### config.mk
export PLATFORM = sky130hd
export DESIGN_NAME = hazard_ctrl
export DESIGN_NICKNAME = d
export VERILOG_FILES = /design/src/rtl/pipe_ctrl_pkg.sv /design/src/rtl/mem_wait_timer.sv /design/src/rtl/hazard_ctrl.sv
export SDC_FILE = /design/constraint.sdc
export NUM_CORES = 1
export LEC_CHECK = 0
export BUFFER_PORTS_ARGS = -buffer_cell sky130_fd_sc_hd__buf_2
export CORE_AREA = 2 2 41 43
export DETAILED_ROUTE_END_ITERATION = 8
export DIE_AREA = 0 0 43 45
export HOLD_SLACK_MARGIN = 0.05
export PLACE_DENSITY = 0.79
export SYNTH_ARGS = -nofsm -noshare
export SYNTH_HDL_FRONTEND = slang
export SYNTH_SLANG_ARGS = --single-unit
### constraint.sdc
create_clock -name Clk -period 1.5 [get_ports Clk]
set_input_delay 0.15 -clock Clk [delete_from_list [all_inputs] [get_ports Clk]]
set_output_delay 0.15 -clock Clk [all_outputs]
set_load 0.05 [all_outputs]
### src/rtl/pipe_ctrl_pkg.sv
// Shared definitions for the pipeline control slice: FSM state encoding and default widths.
package pipe_ctrl_pkg;

  typedef enum logic {
    ST_RUN      = 1'b0,
    ST_MEM_WAIT = 1'b1
  } ctrl_state_t;

  localparam int unsigned REG_ADDR_W_DEF = 5;

endpackage

### src/rtl/mem_wait_timer.sv
// Counts consecutive memory-stall cycles and raises a sticky timeout at MAX_WAIT.
module mem_wait_timer #(
  parameter int unsigned MAX_WAIT = 16
) (
  input  logic Clk,
  input  logic Rst,
  input  logic stall,
  output logic timeout
);

  localparam int unsigned CW = $clog2(MAX_WAIT + 1);

  logic [CW-1:0] wait_cnt;

  // Count saturates at MAX_WAIT so very long waits cannot wrap.
  always_ff @(posedge Clk) begin
    if (Rst) begin
      wait_cnt <= '0;
      timeout  <= 1'b0;
    end else if (stall) begin
      if (wait_cnt != CW'(MAX_WAIT))
        wait_cnt <= wait_cnt + CW'(1);
      if (wait_cnt == CW'(MAX_WAIT - 1))
        timeout <= 1'b1;
    end else begin
      wait_cnt <= '0;
    end
  end

endmodule

### src/rtl/hazard_ctrl.sv
// Hazard/stall controller for the 5-stage pipeline: load-use, taken branch, memory wait.
// Optional performance counters (stall_cnt, flush_cnt) enabled by defining HAZARD_PERF_EN.
module hazard_ctrl
  import pipe_ctrl_pkg::*;
#(
  parameter int unsigned REG_ADDR_W = REG_ADDR_W_DEF,
  parameter int unsigned MAX_WAIT   = 16,
  parameter int unsigned CNT_W      = 32
) (
  input  logic                  Clk,
  input  logic                  Rst,
  input  logic [REG_ADDR_W-1:0] id_rs1,
  input  logic [REG_ADDR_W-1:0] id_rs2,
  input  logic                  id_uses_rs1,
  input  logic                  id_uses_rs2,
  input  logic [REG_ADDR_W-1:0] ex_rd,
  input  logic                  ex_mem_read,
  input  logic                  ex_branch_taken,
  input  logic                  mem_req,
  input  logic                  mem_ready,
  output logic                  pc_we,
  output logic                  ifid_we,
  output logic                  ifid_flush,
  output logic                  idex_we,
  output logic                  idex_flush,
  output logic                  exmem_we,
  output logic                  exmem_flush,
  output logic                  memwb_we,
  output logic                  memwb_flush,
  output logic                  fsm_state,
  output logic                  mem_timeout
`ifdef HAZARD_PERF_EN
  ,
  output logic [CNT_W-1:0]      stall_cnt,
  output logic [CNT_W-1:0]      flush_cnt
`endif
);

  ctrl_state_t state, state_nxt;
  logic        mem_stall;
  logic        load_use;

  assign mem_stall = mem_req && !mem_ready;
  assign load_use  = ex_mem_read && (ex_rd != '0) &&
                     ((id_uses_rs1 && (id_rs1 == ex_rd)) ||
                      (id_uses_rs2 && (id_rs2 == ex_rd)));

  always_ff @(posedge Clk) begin
    if (Rst) state <= ST_RUN;
    else     state <= state_nxt;
  end

  always_comb begin
    state_nxt = state;
    case (state)
      ST_RUN:      if (mem_stall) state_nxt = ST_MEM_WAIT;
      ST_MEM_WAIT: if (!mem_stall) state_nxt = ST_RUN;
      default:     state_nxt = ST_RUN;
    endcase
  end

  // Memory stall outranks branch so a taken branch waits in EX until the pipe advances.
  always_comb begin
    pc_we       = 1'b1;
    ifid_we     = 1'b1;
    ifid_flush  = 1'b0;
    idex_we     = 1'b1;
    idex_flush  = 1'b0;
    exmem_we    = 1'b1;
    exmem_flush = 1'b0;
    memwb_we    = 1'b1;
    memwb_flush = 1'b0;
    if (Rst) begin
      pc_we       = 1'b0;
      ifid_flush  = 1'b1;
      idex_flush  = 1'b1;
      exmem_flush = 1'b1;
      memwb_flush = 1'b1;
    end else if (mem_stall) begin
      pc_we       = 1'b0;
      ifid_we     = 1'b0;
      idex_we     = 1'b0;
      exmem_we    = 1'b0;
      memwb_flush = 1'b1;
    end else if (ex_branch_taken) begin
      ifid_flush = 1'b1;
      idex_flush = 1'b1;
    end else if (load_use) begin
      pc_we      = 1'b0;
      ifid_we    = 1'b0;
      idex_flush = 1'b1;
    end
  end

  assign fsm_state = state;

  mem_wait_timer #(
    .MAX_WAIT(MAX_WAIT)
  ) u_mem_wait_timer (
    .Clk    (Clk),
    .Rst    (Rst),
    .stall  (mem_stall),
    .timeout(mem_timeout)
  );

`ifdef HAZARD_PERF_EN
  logic branch_flush;
  assign branch_flush = !mem_stall && ex_branch_taken;

  always_ff @(posedge Clk) begin
    if (Rst) begin
      stall_cnt <= '0;
      flush_cnt <= '0;
    end else begin
      if (!pc_we && (stall_cnt != '1))
        stall_cnt <= stall_cnt + CNT_W'(1);
      if (branch_flush && (flush_cnt != '1))
        flush_cnt <= flush_cnt + CNT_W'(1);
    end
  end
`endif

endmodule

==> results by group, run 1 <==
Critical path
  • CP Class: input port to primary output
  • Critical Path RT: 1.35 ns
  • CP startpoint kind: input port
  • Crit path capture type: primary output
  • Crit path DAT: 1.41 ns
  • Crit-path max FO: 3

Synth
  • Async SR Flop Fraction: 0%
  • Main synth FF type: dfxtp_1
  • Largest cells by area after synthesis: dfxtp_1 27%, xnor2_1 19%, ha_1 7.3%
  • Warnings, synthesis: 0
  • Synthesized area: around 520 um^2
  • Seq/Total Area, Yosys: 27.2%
  • Syn_nets: a little under 90
  • Synth Instances: 63
  • Seq cells post-synth: 7
  • Syn_area_per_cell: between 8 and 9 um^2
  • Post-synth EDFFs: 0
  • Synth unique cells: 26
  • Area leader, netlist: dfxtp_1
  • Area share of the largest cell type after synthesis: a little over a quarter

Final layout
  • Most frequent cells in the layout: 28 x buf_2, 11 x xnor2_1, 9 x buf_4, 7 x dfxtp_1, 6 x inv_1
  • Layout cells sized above 1: 50.5%
  • Area Overhead vs Synth: 60.2%
  • Layout Nets: 132
  • Final core occ: 56.1%
  • Ant diodes: 0
  • Fill cell count: 139
  • Commonest non-fill, non-tap cell in the layout: buf_2

Job
  • Maxcap violations: 0

Drt
  • Routed Antenna Nets: 0
  • Routed length per instance: 9.98 um
  • Detailed-route DRC error count: 0
  • Via count: approximately 550
  • Drt pass-1 iters: 3
  • Post-DR vias/cell: 4.51
  • Drt initial violations: 6
  • Post-Route WL: 1210 um

Placement
  • Post-DP HPWL: about 1000 um
  • Worst slack at placement: -0.194 ns
  • Routability Congestion: 0.767
  • IO Port Bufs: 32

Clock network
  • Root Driver: clkbuf_4
  • H-Tree Depth: 1
  • Hold Buf Count CTS: 0
  • CTS Sinks: 7
  • Reg clk slew, reported paths: 0.05 ns
  • Clock Tree Buf Depth: 2
  • CTS tree: yes
  • Total CTS buffers: 3
  • Worst-skew pair later-pin latency: 0.25 ns

Floorplan
  • Core footprint: 1470 um^2
  • Starting Density: 35.0%
  • I/O pin count: 34
  • FP Rows: 14
  • Die Y: 45 um
  • Die ar.: 1940 um^2
  • Die X: ~43 um

STA
  • Final Max Slew Viols: 0
  • Clock skew: between 0.001 and 0.0015 ns
  • Final min period: about 1.6 ns
  • Final period utilization: 104%
  • Final Worst Setup Slack: -0.0650 ns
  • Endpoints failing setup: 3
  • Fmax: roughly 0.64 GHz
  • RSZ-0062 raised after global routing: yes
  • Final hold viol count: 0

Hold path
  • HP Class: input port to flop

Pwr
  • Lkg Pwr: between 0.3 and 0.4 nW
  • Max IR drop VDD: approximately 0.36 mV
  • Pwr Density: around 670 nW/um^2
  • Pwr Total: 0.000550 W

GRT
  • Vias in the first global route: roughly 520
  • Largest net degree at the start of global routing: 7
  • First-pass GRT wire length: 2040 um
  • Initial antenna violation count: 0
  • Tot GR Track Use: roughly 14%
  • GR Overflow Total: 0

Status
  • Failing checks: setup timing
  • Status: finished, violations left
[kinds of logic after synthesis]
logic type | Yosys count | synth area share, %
flip-flops | 7 | 27.2
other | 1 | 0.727
XOR/XNOR | 12 | 20.4
buffers and inverters | 9 | 8.74
adder cells (fa/ha/maj) | 3 | 7.28
AO/OA/AOI/OAI | 9 | 11.9
AND/OR/NAND/NOR | 22 | 23.8
[metrics by stage]
step	TNS, ns	cells	cell area (um^2)	hold slack [ns]
2_1_floorplan	-0.0843	63	529	0.250
3_3_place_gp	-0.364	117	754	0.392
3_5_place_dp	-0.415	117	754	0.403
4_1_cts	-0.118	121	810	0.132
5_1_grt	-0.237	121	826	0.167
6_report	-0.130	121	826	0.131
[worst max-delay path, stage by stage]
cell and delay, ns:
buf_6 0.09, or4_4 0.52, o21a_1 0.22, nor2b_4 0.14, a21oi_4 0.12, buf_6 0.17
[state kept, by name (all words and copies together), names as in the netlist]
name                       count
u_mem_wait_timer.timeout       1
fsm_state                      1
u_mem_wait_timer.wait_cnt      5
[cell usage after synthesis (2+ instances only)]
cell type  count
nand4_1        2
inv_1          6
ha_1           3
dfxtp_1        7
xnor2_1       11
a21oi_1        2
buf_4          3
nor2_1         5
nand2_1        6
nand2b_1       2
[worst paths after layout]
check / startpoint / end / slack [ns] / cells after the start
worst min register to register: u_mem_wait_timer.timeout$_SDFFE_PP0P_ / u_mem_wait_timer.timeout$_SDFFE_PP0P_ / 0.46 / 2
worst min-delay path: Rst / u_mem_wait_timer.timeout$_SDFFE_PP0P_ / 0.13 / 2
worst max-delay path: ex_rd[4] / ifid_we / -0.06 / 6
worst max register to register: u_mem_wait_timer.wait_cnt[0]$_SDFFE_PP0P_ / u_mem_wait_timer.wait_cnt[0]$_SDFFE_PP0P_ / 0.20 / 5
[layout make-up]
type | count | area (um^2) | area share [%]
inverters | 6 | 22.5 | 2.73
flip-flops and latches | 7 | 140 | 17.0
repair buffers | 41 | 256 | 31.1
well taps | 16 | 20.0 | 2.42
clock buffers | 4 | 26.3 | 3.18
multi-input cells | 47 | 360 | 43.6
[power breakdown]
group | switching [W] | leakage [nW] | internal [W]
combinational | 0.000106 | 0.308 | 0.0000846
sequential | 0.000000843 | 0.0567 | 0.000189
clock | 0.0000684 | 0.0150 | 0.000101
total | 0.000175 | 0.379 | 0.000375
[per-layer routing]
layer / up-vias / part of all wire (%) / GRT usage (%)
met3: 6 / 5.0 / 4.40
met1: 230 / 43 / 15.6
met2: 17 / 50 / 24.2
met4: 0 / 2.4 / 9.70
met5: - / 0 / 0
li1: 293 / - / -
[what timing repair did]
| item | in CTS | in global routing |
|---|---|---|
| resized for setup | 8 | 4 |
| cloned | 0 | 0 |
| pin swaps | 4 | 3 |
| setup endpoints to repair | 3 | 6 |
| setup buffers | 0 | 0 |
Note: power is estimated with default switching activity, not from simulation.
==> run 2, diff against run 1 <==
- clock period: 1.5 -> 1.3 ns (I/O delays scaled with it)
==> results by group, run 2 (synthesis gave the netlist of run 1 again) <==
Critical path
  • Critical Path RT: 1.17 ns
  • CP Class: input port to primary output
  • Crit path capture type: primary output
  • Crit-path max FO: 3
  • Worst r2r path cells: 5
  • CP startpoint kind: input port
  • Crit path DAT: 1.39 ns

Final layout
  • Largest Register: u_mem_wait_timer.wait_cnt
  • Area Overhead vs Synth: 80.8%
  • Final core occ: 63.4%
  • Area of the multi-input gates: 460 um^2
  • Ant diodes: 0
  • Most frequent cells in the layout: 27 x buf_2, 8 x buf_4, 6 x xnor2_1, 5 x xnor2_2, 5 x dfxtp_1
  • Final Instance Area: slightly above 900 um^2
  • Fill cell count: 123
  • Commonest non-fill, non-tap cell in the layout: buf_2
  • Largest register FFs: 5
  • Layout cells sized above 1: 66.3%
  • Seq. cell area: 145 um^2
  • Layout Nets: 131

Clock network
  • # Post-CTS Setup Buffers: 0
  • Reg clk slew, reported paths: 0.05 ns
  • Root Driver: clkbuf_4
  • CTS tree: yes
  • Worst-skew pair later-pin latency: 0.25 ns
  • H-Tree Depth: 1
  • Hold Buf Count CTS: 0
  • Clock Tree Buf Depth: 2
  • Total CTS buffers: 3
  • CTS Sinks: 7

Placement
  • Worst slack at placement: -0.365 ns
  • IO Port Bufs: 32
  • Post-DP HPWL: 1080 um
  • Area post-placement: 759 um^2
  • Routability Congestion: between 0.7 and 0.8

STA
  • Final min period: 1.52 ns
  • Final period utilization: 117%
  • Final Max Slew Viols: 0
  • RSZ-0062 raised after global routing: yes
  • Final Worst Setup Slack: -0.223 ns
  • Hold WS: 0.124 ns
  • Endpoints failing setup: 3
  • Fmax: 0.657 GHz
  • Final hold viol count: 0
  • Clock skew: 0.00163 ns

GRT
  • GR Overflow Total: 0
  • Initial antenna violation count: 0
  • Tot GR Track Use: 15.7%
  • Vias in the first global route: between 500 and 600
  • Largest net degree at the start of global routing: 6
  • First-pass GRT wire length: around 2300 um

Hold path
  • HP Class: input port to flop
  • Hold depth: 2

Floorplan
  • Die ar.: approximately 1900 um^2
  • I/O pin count: 34
  • Starting Density: roughly a third
  • FP Rows: 14
  • Die X: 43 um
  • Die Y: 45 um
  • Core footprint: 1470 um^2

Job
  • Maxcap violations: 0

Drt
  • Routed Antenna Nets: 0
  • Detailed-route DRC error count: 0
  • Drt initial violations: 5
  • Routed length per instance: between 10 and 15 um
  • Post-DR vias/cell: 4.73
  • Drt pass-1 iters: 4
  • Via count: 567
  • Post-Route WL: roughly 1500 um

Pwr
  • Lkg Pwr: 0.412 nW
  • Pwr Density: between 700 and 800 nW/um^2
  • Max IR drop VDD: around 0.46 mV

Status
  • Status: finished, violations left
  • Failing checks: setup timing
==> run 2: cell count changes in the layout (fill, tap and decap cells not counted), moves of 2 or more <==
cell	change
xnor2_2	+5
a21oi_2	+2
nor2_1	-2
inv_2	+2
a21oi_1	-2
dfxtp_1	-2
inv_1	-3
xnor2_1	-5
==> run 2: what timing repair did <==
action / CTS / global route
endpoints found under the setup margin: 8 / 7
pin swaps: 5 / 9
endpoints found under the hold margin: 0 / 0
gates resized for setup: 20 / 14
==> run 2: final timing paths <==
path | from | end | slack [ns]
min reg2reg | u_mem_wait_timer.timeout$_SDFFE_PP0P_ | u_mem_wait_timer.timeout$_SDFFE_PP0P_ | 0.47
max reg2reg | u_mem_wait_timer.wait_cnt[0]$_SDFFE_PP0P_ | u_mem_wait_timer.wait_cnt[0]$_SDFFE_PP0P_ | 0
min | Rst | u_mem_wait_timer.timeout$_SDFFE_PP0P_ | 0.12
max | ex_rd[4] | ifid_we | -0.22
==> run 2: critical path: stages <==
cell,delay [ns]
buf_6,0.09
or4_4,0.53
o21a_4,0.23
nor2b_4,0.13
a21oi_4,0.11
buf_6,0.17
==> run 2: per-layer routing <==
| metal | global-route usage, % | up-vias | part of all wire, % |
|---|---|---|---|
| met5 | 0 | - | 0 |
| met4 | 3.64 | 0 | 1.7 |
| met3 | 5.60 | 2 | 4.6 |
| met2 | 30.6 | 17 | 55 |
| met1 | 16.1 | 258 | 39 |
| li1 | - | 290 | - |
==> run 2: area by class of cell <==
cell class              count  area share [%]
inverters                   6            2.68
flip-flops and latches      7            15.6
well taps                  16            2.15
clock buffers               4            2.82
repair buffers             40            27.4
multi-input cells          47            49.4
==> run 2: power by group <==
part | internal, W | switching [W]
clock network | 0.000117 | 0.0000783
registers | 0.000217 | 0.00000273
logic | 0.000117 | 0.000140
total | 0.000450 | 0.000221
==> run 2: metrics by stage <==
step                      TNS, ns  total power [W]  cells
after floorplan            -0.290         0.000358     63
after global placement     -0.826         0.000428    116
after detailed placement    -1.06         0.000432    116
after CTS                  -0.636         0.000655    120
after global routing       -0.743         0.000708    120
final                      -0.549         0.000671    120
